### config.mk
export PLATFORM = sky130hd
export DESIGN_NAME = layer_serializer
export DESIGN_NICKNAME = d
export VERILOG_FILES = /design/src/rtl/layer_serializer.sv
export SDC_FILE = /design/constraint.sdc
export NUM_CORES = 1
export LEC_CHECK = 0
export CORE_ASPECT_RATIO = 0.6
export CORE_MARGIN = 1.5
export CORE_UTILIZATION = 49
export DETAILED_ROUTE_END_ITERATION = 16
export HOLD_SLACK_MARGIN = 0.08
export PLACE_DENSITY_LB_ADDON = 0.05
export SETUP_SLACK_MARGIN = 0.3
export SYNTH_ARGS = -nofsm -noshare
export SYNTH_HDL_FRONTEND = slang
export SYNTH_SLANG_ARGS = --single-unit
### constraint.sdc
create_clock -name clk_i -period 1.6 [get_ports clk_i]
set_input_delay 0.16 -clock clk_i [delete_from_list [all_inputs] [get_ports clk_i]]
set_output_delay 0.16 -clock clk_i [all_outputs]
set_load 0.01 [all_outputs]
### src/rtl/layer_serializer.sv
// Parallel-to-serial front end: loads a full activation vector in one handshake,
// then streams its words out lowest first on a registered valid/ready port.
//
// state | meaning
// ------+---------------------------------------------
// EMPTY | no words pending, ready for a new vector
// BUSY  | buffer holds words, low word presented on data_r_o
module layer_serializer #(
    parameter int WORD_SIZE = 16,
    parameter int NUM_WORDS = 8
) (
    input  logic                           clk_i,
    input  logic                           reset_i,
    output logic                           ready_o,
    input  logic                           valid_i,
    input  logic [NUM_WORDS*WORD_SIZE-1:0] data_i,
    output logic                           valid_o,
    input  logic                           ready_i,
    output logic signed [WORD_SIZE-1:0]    data_r_o,
    output logic                           last_o
);

    localparam int CW = $clog2(NUM_WORDS);
    localparam logic [CW-1:0] LAST_IDX = CW'(NUM_WORDS - 1);

    typedef enum logic {
        EMPTY = 1'b0,
        BUSY  = 1'b1
    } state_t;

    state_t                         state_q, state_d;
    logic [NUM_WORDS*WORD_SIZE-1:0] buf_q, buf_d;
    logic [CW-1:0]                  count_q, count_d;
    logic                           last_q, last_d;
    logic                           in_xfer;
    logic                           out_xfer;

    // The last word leaving frees the buffer in the same cycle, so a new vector
    // may load then; this is the only combinational ready_i -> ready_o path.
    assign ready_o  = !reset_i &&
                      ((state_q == EMPTY) || ((state_q == BUSY) && last_q && ready_i));
    assign valid_o  = (state_q == BUSY);
    assign last_o   = last_q;
    assign data_r_o = $signed(buf_q[WORD_SIZE-1:0]);

    assign in_xfer  = valid_i && ready_o;
    assign out_xfer = valid_o && ready_i;

    // Next-state, buffer shift/load and word counter.
    always_comb begin
        state_d = state_q;
        buf_d   = buf_q;
        count_d = count_q;
        unique case (state_q)
            EMPTY: begin
                if (in_xfer) begin
                    state_d = BUSY;
                    buf_d   = data_i;
                    count_d = '0;
                end
            end
            BUSY: begin
                if (out_xfer) begin
                    if (!last_q) begin
                        buf_d   = buf_q >> WORD_SIZE;
                        count_d = count_q + CW'(1);
                    end else if (in_xfer) begin
                        buf_d   = data_i;
                        count_d = '0;
                    end else begin
                        // buffer keeps its stale low word; don't-care with valid_o low
                        state_d = EMPTY;
                    end
                end
            end
            default: state_d = EMPTY;
        endcase
        last_d = (state_d == BUSY) && (count_d == LAST_IDX);
    end

    // State, buffer and counter registers with synchronous reset.
    always_ff @(posedge clk_i) begin
        if (reset_i) begin
            state_q <= EMPTY;
            buf_q   <= '0;
            count_q <= '0;
            last_q  <= 1'b0;
        end else begin
            state_q <= state_d;
            buf_q   <= buf_d;
            count_q <= count_d;
            last_q  <= last_d;
        end
    end

endmodule

==> reports/metrics.cfg <==
[status]
status=finished with violations
failed_checks=negative setup slack

[setup_path]
crit_type=flip-flop to flip-flop
r2r.worst_path.cells=7
cpMaxStageDelayCell=dfxtp_4
worst_path_largest_cell_delay_ns=0.36
crit_path_max_fanout=5
cp_cell_sequence=buf_12 > a21bo_4 > and2_4 > buf_6 > buf_16 > a22oi_2 > o2bb2ai_1
cp.arrival_ns=1.95
end_kind=flip-flop
start_kind=flip-flop
critPathRequiredTime_ns=1.87

[global_routing]
grt_pass1_vias=5660
use_met3_pct=9.071
grt_use_total_pct=35.29
grt_pass1_wl_um=32630
grt_use_met2_pct=56.48
grt_util_met1_pct=46.47
busiest_layer=met2
grt_remaining_overflow=0
antenna_found_initial=1
grt_max_degree=58

[logic_synthesis]
syn_area_mm2=0.005764
ys_types=33
yosys_warnings=0
ys_top_cells_by_area=dfxtp_1 46%, o2bb2ai_1 15%, a22oi_2 12%, a22oi_1 5.7%, nor2_1 3.1%
synth.most_common_cell=dfxtp_1
synthCells=520
yosysTopAreaCellShare_pct=46.19
synth_top_flop_cell=dfxtp_1
synth_seq_area_share_pct=46.19
synth.ff_latch_count=133
synth_nets=653
synth_edf_count=0
synth.avg_cell_area_um2=11.09
yosys-top-cells-count=133 x dfxtp_1, 97 x o2bb2ai_1, 54 x a22oi_2
ys_async_sr_fraction_pct=0
synth_largest_area_cell=dfxtp_1

[timing]
worst_pin_slew_ns=0.6567
maxSlewHeadroom_pct=56.22
holdWs_ns=0.3648
fin_crit_sh_pct=105.1
rsz0062_at_grt=true
finalSetupViolCount=39
hold_violations=0
fin_skew_ns=0.01022
max_freq_mhz=594.9
slew_viol_final=0
finalCriticalPeriod_ns=1.681
layout_setup_ws_ns=-0.08104

[pwr]
p_per_area_mw_per_mm2=1004
finalPower_w=0.01063
p_leak_nw=3.780
peakVddDrop_mv=0.9850

[finish]
area_growth_pct=83.59
final_cells=888
final_nets=848
fin_area_mm2=0.01058
drive_above_1_share_pct=48.42

[drt]
drt_iter0_markers=437
vias=5878
drcViolationCount=0
wirelength_um=27050
vias_per_cell=6.619
dr.pass1.iters=5
ant_nets=0
post_drt_wl_per_cell_um=30.47

[floorplanning]
boundaryPins=151
die_h_um=87.02
initial_utilization_pct=50.68
num_rows=30
die_area_mm2=0.01244
core_mm2=0.01137
die_w_um=143.0

[placement]
placedCellCount=788
placed_area_mm2=0.007413
port_buffers=150
gp_congestion=0.7719
place_hpwl_um=9794

[hold_path]
whs_path_depth=3
min_path_type=primary input to flip-flop

[cts]
clk_latency_ns=0.43
cts_sinks=133
clock-root-buffer=clkbuf_16
htreeDepth=4
cts_tree=done
cts_made_buffers=17
clockBufferDepth=2
clk_pin_slew_worst_paths_ns=0.06
hold_buffers=0

[flow_run]
maxCapViolations=0

-- registers in the layout, indices dropped and copies added (netlist names) --
| signal | cells |
|---|---|
| buf_q | 128 |
| count_q | 3 |
| last_o | 1 |
| valid_o | 1 |
-- cell type report --
cell class | instances | area, µm²
antenna | 1 | 2.502
clock buffer | 21 | 491.7
clock inverter | 10 | 215.2
fill | 306 | 790.8
inverter | 2 | 7.507
multi-input combinational | 315 | 3704
sequential | 133 | 2668
tap | 160 | 200.2
timing repair buffer | 246 | 3294
-- layer usage --
| metal | part of all wire, % | vias to the layer above | routed length, µm |
|---|---|---|---|
| met5 | 0 | - | 0 |
| met4 | 4.6 | 0 | 1250 |
| met3 | 9.8 | 128 | 2639 |
| met2 | 47 | 413 | 12600 |
| met1 | 39 | 2910 | 10560 |
| li1 | - | 2427 | - |
-- power by group --
group / total, W / leakage [nW] / switching, W / internal [W]
combinational: 0.00213 / 2.35 / 0.000995 / 0.00114
sequential: 0.00371 / 1.09 / 0.000206 / 0.00350
clock: 0.00478 / 0.345 / 0.00163 / 0.00315
-- repair_timing --
| action | in CTS | in global routing |
|---|---|---|
| endpoints found under the setup margin | 149 | 133 |
| buffers inserted | 25 | 4 |
| pin swaps | 68 | 24 |
| hold endpoints to repair | 0 | 0 |
| cloned | 31 | 8 |
| gates resized for setup | 167 | 82 |
-- cells by family (layout without fill, tap and decap cells) --
kind of cell | after synthesis | count (layout) | share of synthesized area, %
buffers and inverters | 74 | 279 | 7.749
multiplexers | 1 | 1 | 0.1737
other | 0 | 1 | 0
XOR/XNOR | 1 | 1 | 0.1520
adder cells (fa/ha/maj) | 1 | 1 | 0.2170
AND/OR/NAND/NOR | 77 | 79 | 7.554
flip-flops | 133 | 133 | 46.19
AO/OA/AOI/OAI | 233 | 233 | 37.96
-- cell usage in the layout, fill, tap and decap left out, drive strengths merged, types with 2 or more instances in the layout --
| cell type | netlist | final |
|---|---|---|
| dfxtp | 133 | 133 |
| clkdlybuf4s50 | 0 | 131 |
| a22oi | 98 | 98 |
| o2bb2ai | 97 | 97 |
| buf | 56 | 89 |
| nor2 | 49 | 49 |
| clkbuf | 16 | 28 |
| a21oi | 20 | 20 |
| dlygate4sd2 | 0 | 17 |
| nor3 | 16 | 16 |
| o221ai | 15 | 15 |
| bufinv | 0 | 6 |
| and2 | 1 | 3 |
| clkinv | 0 | 3 |
| nor2b | 3 | 3 |
| inv | 2 | 3 |
| nor3b | 2 | 2 |
| nand2 | 2 | 2 |
-- worst max-delay path: cells and delay by family (launching register included) --
family | cells | cell delay [ns]
AND/OR/NAND/NOR | 1 | 0.20
AO/OA/AOI/OAI | 3 | 0.57
buffers and inverters | 3 | 0.39
flip-flops | 1 | 0.36
-- worst paths after layout --
path                     from          to  slack, ns
setup / recovery      valid_o   buf_q[80]      -0.08
hold / removal    data_i[122]  buf_q[122]       0.36
setup reg to reg      valid_o   buf_q[80]      -0.08
hold reg to reg      buf_q[5]    buf_q[5]       0.46
-- stage by stage --
step | utilization, % | TNS [ns] | setup WS, ns
2_1_floorplan | - | 0 | 0.1806
3_3_place_gp | 65.18 | -12.68 | -0.2827
3_5_place_dp | 65.18 | -20.87 | -0.2892
4_1_cts | 86.42 | -0.002546 | -0.002546
5_1_grt | 93.05 | -2.337 | -0.09805
6_report | 93.05 | -0.8155 | -0.08104
Note: power is estimated with default switching activity, not from simulation.
